`src/rtl/mean_divider.sv`:
```
// Per-cluster mean update: a serial restoring divider divides the R/G/B sums by the pixel count in parallel.
// It emits a saturated 8-bit-per-channel mean and a flag that is set when the new mean differs from the old one.
module mean_divider #(
    parameter int SUM_W  = 26,
    parameter int CNT_W  = 14,
    parameter int IDX_W  = 4,
    parameter int THRESH = 0
) (
    input  logic             clk,
    input  logic             reset,
    input  logic             in_valid,
    output logic             in_ready,
    input  logic [IDX_W-1:0] in_idx,
    input  logic [SUM_W-1:0] in_sum_r,
    input  logic [SUM_W-1:0] in_sum_g,
    input  logic [SUM_W-1:0] in_sum_b,
    input  logic [CNT_W-1:0] in_count,
    input  logic [23:0]      in_old_mean,
    output logic             out_valid,
    input  logic             out_ready,
    output logic [IDX_W-1:0] out_idx,
    output logic [23:0]      out_mean,
    output logic             out_changed
);

    // state | meaning
    // IDLE  | waiting for a request, in_ready high
    // DIV   | one quotient bit per cycle, SUM_W cycles
    // CHECK | saturate quotients, compare with old mean, load outputs
    // HOLD  | out_valid high until consumer accepts
    typedef enum logic [1:0] {IDLE, DIV, CHECK, HOLD} state_t;

    localparam int BC_W = $clog2(SUM_W);
    localparam logic [8:0] THR = 9'(THRESH);

    state_t state, state_nx;

    logic [IDX_W-1:0]          idx_q;
    logic [CNT_W-1:0]          count_q;
    logic [23:0]               old_q;
    logic [BC_W-1:0]           bit_cnt;
    logic [2:0][SUM_W-1:0]     sum_q;
    logic [2:0][SUM_W-1:0]     quo_q;
    logic [2:0][CNT_W:0]       rem_q;
    logic [2:0][CNT_W:0]       rem_sh;
    logic [2:0][CNT_W:0]       rem_nx;
    logic [2:0]                q_bit;
    logic [2:0][7:0]           sat;
    logic [2:0][7:0]           diff;
    logic                      chg;

    assign in_ready  = (state == IDLE);
    assign out_valid = (state == HOLD);

    always_ff @(posedge clk or negedge reset) begin
        if (!reset) state <= IDLE;
        else        state <= state_nx;
    end

    always_comb begin
        state_nx = state;
        case (state)
            IDLE:    if (in_valid) state_nx = (in_count == '0) ? CHECK : DIV;
            DIV:     if (bit_cnt == '0) state_nx = CHECK;
            CHECK:   state_nx = HOLD;
            HOLD:    if (out_ready) state_nx = IDLE;
            default: state_nx = IDLE;
        endcase
    end

    // The remainder always stays below count, so its top bit can be dropped before each shift.
    always_comb begin
        rem_sh = '0;
        rem_nx = '0;
        q_bit  = '0;
        for (int c = 0; c < 3; c++) begin
            rem_sh[c] = {rem_q[c][CNT_W-1:0], sum_q[c][SUM_W-1]};
            q_bit[c]  = (rem_sh[c] >= {1'b0, count_q});
            rem_nx[c] = q_bit[c] ? rem_sh[c] - {1'b0, count_q} : rem_sh[c];
        end
    end

    always_comb begin
        sat  = '0;
        diff = '0;
        chg  = 1'b0;
        for (int c = 0; c < 3; c++) begin
            sat[c]  = (|quo_q[c][SUM_W-1:8]) ? 8'hFF : quo_q[c][7:0];
            diff[c] = (sat[c] >= old_q[8*(2-c) +: 8]) ? sat[c] - old_q[8*(2-c) +: 8]
                                                      : old_q[8*(2-c) +: 8] - sat[c];
            if ({1'b0, diff[c]} > THR) chg = 1'b1;
        end
    end

    always_ff @(posedge clk or negedge reset) begin
        if (!reset) begin
            idx_q       <= '0;
            count_q     <= '0;
            old_q       <= '0;
            bit_cnt     <= '0;
            sum_q       <= '0;
            quo_q       <= '0;
            rem_q       <= '0;
            out_idx     <= '0;
            out_mean    <= '0;
            out_changed <= 1'b0;
        end else begin
            case (state)
                IDLE: if (in_valid) begin
                    idx_q    <= in_idx;
                    count_q  <= in_count;
                    old_q    <= in_old_mean;
                    sum_q[0] <= in_sum_r;
                    sum_q[1] <= in_sum_g;
                    sum_q[2] <= in_sum_b;
                    quo_q    <= '0;
                    rem_q    <= '0;
                    bit_cnt  <= BC_W'(SUM_W - 1);
                end
                DIV: begin
                    for (int c = 0; c < 3; c++) begin
                        sum_q[c] <= {sum_q[c][SUM_W-2:0], 1'b0};
                        quo_q[c] <= {quo_q[c][SUM_W-2:0], q_bit[c]};
                        rem_q[c] <= rem_nx[c];
                    end
                    bit_cnt <= bit_cnt - 1'b1;
                end
                CHECK: begin
                    out_idx <= idx_q;
                    if (count_q == '0) begin
                        out_mean    <= old_q;
                        out_changed <= 1'b0;
                    end else begin
                        out_mean    <= {sat[0], sat[1], sat[2]};
                        out_changed <= chg;
                    end
                end
                default: ;
            endcase
        end
    end

endmodule
```
`config.mk`:
```
export PLATFORM = sky130hd
export DESIGN_NAME = mean_divider
export DESIGN_NICKNAME = d
export VERILOG_FILES = /design/src/rtl/mean_divider.sv
export SDC_FILE = /design/constraint.sdc
export NUM_CORES = 1
export LEC_CHECK = 0
export ABC_AREA = 1
export BUFFER_PORTS_ARGS = -buffer_cell sky130_fd_sc_hd__buf_2
export CAP_MARGIN = 30
export CORE_UTILIZATION = 40
export CTS_CLUSTER_DIAMETER = 80
export DETAILED_ROUTE_END_ITERATION = 8
export SLEW_MARGIN = 20
export SYNTH_ARGS = -nofsm -noshare
export SYNTH_HDL_FRONTEND = slang
export SYNTH_SLANG_ARGS = --single-unit
```
`constraint.sdc`:
```
create_clock -name clk -period 3.4 [get_ports clk]
set_input_delay 0.17 -clock clk [delete_from_list [all_inputs] [get_ports clk]]
set_output_delay 0.17 -clock clk [all_outputs]
set_load 0.03 [all_outputs]
```
======== Word level (Yosys, flattened, before mapping) ========
Cells that the tools add are included.
word-level totals
  output and inout bits ................... 31
  input port bits ......................... 124
  word-level logic and storage cells ...... 80
  bits in registers ....................... 276
operators by class
  add/sub/neg operators ................... 10
  reductions and logical operators ........ 11
  magnitude comparators ................... 9
  eq/ne operators ......................... 6
  muxes and demuxes ....................... 27
operator list
  kind                   count
  $pmux W78 S2           2
  $mux W78               2
  $pmux W44 S2           1
  $reduce_or A18 Y1      3
  $mux W8                6
  $sub A8 B8 Y8          6
  $ge A15 B14 Y1         3
  $mux W44               1
  $mux W15               2
  $sub A15 B14 Y15       2
  $logic_not A14 Y1      2
  $ge A8 B8 Y1           3
  $gt A8 B1 Y1 const B   3
  $mux W24               1
  $mux W14               1
  $sub A14 B14 Y14       1
  $pmux W5 S2            1
  $mux W2                4
  $pmux W2 S4            1
  $logic_not A5 Y1       1
  $mux W5                1
  $sub A5 B1 Y5 const B  1
  $eq A2 B2 Y1 const B   2
  $mux W1                4
  7 further kinds        9

======== Logic depth before layout (Yosys ltp) ========
  word-level depth ........................ 9
  gate-level depth with buffers ........... 25
  mapped depth without buffers ............ 25

======== Least setup slack after synthesis ========
Ideal clock, no wire load.
  kind .................................... register -> register
  start ................................... register quo_q[73] (netlist name)
  end ..................................... register out_changed
  cell stages (with the launch flop) ...... 19
  buffers on the path ..................... 0
  library setup time ...................... 0.117 ns
  slack ................................... 0.402 ns
  arrival ................................. 2.881 ns
  data required time ...................... 3.283 ns
  cells stage by stage .................... dfrtp_1 -> nor4_1 -> nand3_1 -> nor4_1 -> nand2_1 -> nor2_1 -> inv_1 -> ha_1 -> a21o_1 -> a31oi_1 -> nand3_2 -> o21ai_0 -> nor2_1 -> nor3_1 -> nand3_1 -> nor2_1 -> nand3_1 -> nand2_1 -> nand2_1
between the ends
  cells in the longest elaborated chain, start to end .. 7
  elaborated cells between the ends (all ways) .. 9
  classes of those cells .................. add/sub (2); order compare (2); mux (4); reduce/logical (1)
ends and longest elaborated chain
  element                                      RTL line  text
  start, declared                              43        logic [2:0][SUM_W-1:0] quo_q;
  start signal, assigned by index              123       quo_q[c] <= {quo_q[c][SUM_W-2:0], q_bit[c]};
  $reduce_or A18 Y1 *                          88        sat[c] = (|quo_q[c][SUM_W-1:8]) ? 8'hFF : quo_q[c][7:0];
  $mux W8 *                                    88
  $sub A8 B8 Y8, or another cell as far along  90        : old_q[8*(2-c) +: 8] - sat[c];
  $mux W8 *                                    89        diff[c] = (sat[c] >= old_q[8*(2-c) +: 8]) ? sat[c] - old_q[8*(2-c) +: 8]
  $gt A8 B1 Y1 *                               91        if ({1'b0, diff[c]} > THR) chg = 1'b1;
  $mux W1 *                                    91
  $mux W1 *                                    130       if (count_q == '0) begin
  end signal, assigned                         135       out_changed <= chg;
  end, declared                                23        output logic out_changed
Every way passes the cells marked *; elsewhere a longest branch is shown, timed or not.
A chain may end at the register's enable or synchronous reset.

======== Final worst setup path ========
Same ends and word-level chain as after synthesis.

==> results.toml <==
[worst_setup_path]
crit_end = "out_changed"
cp_max_fo = 7
path_common_cell = "nand2_1"
max_stage_delay_ns = 0.39
worst_path_max_delay_cell = "dfrtp_1"
r2r_end = "out_changed"
worstSetupPathType = "reg2reg"
cp-end-kind = "register"
critPathLaunchType = "register"
r2r_cells = 20
worstPathArrival_ns = 3.59
cp_cell_sequence = "nor4_2 > nand3_1 > nor4_2 > buf_4 > nand2_4 > nor2_2 > inv_1 > ha_1 > a21o_1 > a31oi_1 > nand3_4 > buf_4 > nand2_1 > nand2_1 > nor3_2 > nand3_1 > nor2_1 > nand3_1 > nand2_1 > nand2_1"
path_depth = 20
setup.reg_to_reg.worst_slack_ns = 0.23
r2r-start = "quo_q[73]"
cp_data_required_time_ns = 3.82
path_buf_inv = 3
crit_family = "simple AND/OR/NAND/NOR gates"
cp-startpoint = "quo_q[73]"

[logic_synthesis]
ys_types = 56
synth_edf_count = 0
ys_seq_elements = 276
synth_nets = 2175
syn_inst = 1959
seq_area_frac_synth = 0.445
syn_area_um2 = 15500
syn_area_per_cell_um2 = 7.93
synthFlopType = "dfrtp_1"
synth_warnings = 0
async_flop_share = 1.00

[timing]
slew_headroom = 0.364
tightest_slew_ns = 0.941
finalSetupViolCount = 0
hold_viol_final = 0
fin_crit_sh = 0.933
max_freq_ghz = 0.315
rsz0062_at_grt = "true"
final-max-slew-violation-count = 0
min_period_ns = 3.17
clock_skew_ns = 0.0279

[global_routing]
grt_pass1_vias = 14000
grt_start_max_net_pins = 114
gr-usage-all-layers = 0.213
antenna_found_initial = 4
overflow = 0
grt_pass1_wl_um = 68100

[floorplan]
die_w_um = 199
die_h_um = 199
num_rows = 71
core_area_um2 = 37900
io_pins = 155
initial_core_util = 0.409
die-area_um2 = 39600

[route]
ant_nets = 0
drt-total-wl_um = 41100
drt-initial-drc-count = 698
num_vias = 14100
post_drt_via_cell_ratio = 5.07
drc = 0
wl_per_cell_um = 14.8
dr.pass1.iters = 5

[clock_tree]
cts_tree = "done"
cts_root_buffer = "clkbuf_16"
path_clk_slew_ns = 0.06
clock_latency_ns = 0.53
clock_sinks = 276
cts_buffers = 34
cts_buffer_depth = 3
htreeDepth = 2

[layout]
layout-drive-gt1-share = 0.144
finalCoreUtilization = 0.516
most-common-layout-cells = "nand2_1, dfrtp_1, inv_1"
fillers = 3629
nNetsFinal = 2458
area_growth_pct = 26.2
final_common_cell = "nand2_1"

[placed_design]
gp_congestion = 0.917
dp_hpwl_um = 27900
port-buffer-count = 154

[min_path]
hold_path.class = "in2reg"
whs_path_depth = 4

[run]
drv_cap = 0

[status]
status = "finished, final reports clean"
## worst min path at each step
stage	start	to	slack (ns)
after floorplan	reset	bit_cnt[0]	-0.13
after global placement	reset	rem_q[26]	0.26
after detailed placement	reset	rem_q[26]	0.26
after CTS	out_ready	state[1]	0.09
after global routing	out_ready	state[1]	0.18
final	out_ready	state[1]	0.13
## routing by layer
metal	GRT usage	wire length, um	vias to the layer above
met2	0.355	18900	284
li1	-	-	7090
met3	0.0366	1770	105
met1	0.271	18800	6603
met5	0	36	-
met4	0.0926	1560	6
## layout make-up
type	count	area [um2]	area share
Clock inverter	8	123	0.00626
Timing Repair Buffer	331	2530	0.129
Tap cell	511	639	0.0326
Antenna cell	1	2.50	0.000128
Inverter	222	833	0.0425
Multi-Input combinational cell	1377	7540	0.385
Clock buffer	52	1010	0.0515
Sequential cell	276	6910	0.353
## metrics by stage
stage	setup WS, ns	hold slack [ns]	TNS [ns]	area, um2	std cells
after global routing	-0.127	0.177	-0.127	19600	2778
final	0.229	0.126	0	19600	2778
after global placement	0.0458	0.262	0	17100	2594
after detailed placement	-0.0307	0.265	-0.0307	17100	2595
after floorplan	0.402	-0.126	0	15500	1959
after CTS	0.000843	0.0856	0	19500	2776
## what timing repair did
item,CTS,global route
pin swaps,0,1
endpoints found under the setup margin,1,1
buffers inserted,0,0
gates cloned,0,1
resized for setup,4,29
hold buffers,121,0
endpoints found under the hold margin,208,0
## tightest hold or removal path: cells and delay by family
kind                   cells  cell delay (ns)
AO/OA/AOI/OAI              2             0.29
buffers and inverters      2             0.15
## registers in the layout, summed over array words and instances (netlist names), 3 cells and up
signal and flops:
idx_q 4, rem_sh 3, rem_q 42, sum_q 75
old_q 24, out_mean 24, quo_q 78, out_idx 4
bit_cnt 5, count_q 14
## cell families after synthesis
kind of cell,share of synthesized area
xor+xnor,0.0237
simple gates,0.206
fa+ha+maj,0.0756
flops,0.445
compound gates,0.172
buf+inv,0.0786
## cell usage after synthesis, types with 3 or more instances
cell type / count / area share
nand2_1: 479 / 0.12
dfrtp_1: 276 / 0.44
inv_1: 216 / 0.052
nor2_1: 194 / 0.047
o21ai_0: 146 / 0.047
ha_1: 89 / 0.072
a31oi_1: 82 / 0.033
a21oi_1: 78 / 0.025
o22ai_1: 74 / 0.030
clkbuf_1: 55 / 0.013
nand3_1: 47 / 0.015
xor2_1: 27 / 0.015
nand4_1: 20 / 0.0081
nor3_1: 18 / 0.0058
o21ai_1: 15 / 0.0048
xnor2_1: 15 / 0.0085
buf_2: 14 / 0.0045
o211ai_1: 12 / 0.0058
a21oi_2: 8 / 0.0045
buf_1: 8 / 0.0019
nor4_1: 8 / 0.0032
a21o_1: 6 / 0.0029
o21bai_1: 5 / 0.0024
a22o_1: 4 / 0.0023
inv_2: 4 / 0.00097
nand2_2: 4 / 0.0016
nand3_2: 4 / 0.0026
a211oi_1: 3 / 0.0015
buf_4: 3 / 0.0015
fa_1: 3 / 0.0039
nor3_2: 3 / 0.0019
o211ai_2: 3 / 0.0024
o21ai_2: 3 / 0.0017
o41ai_1: 3 / 0.0017
or2_1: 3 / 0.0012
Power is not shown: default switching activity piles up to over one toggle a cycle in this logic, so the estimate is an artifact.
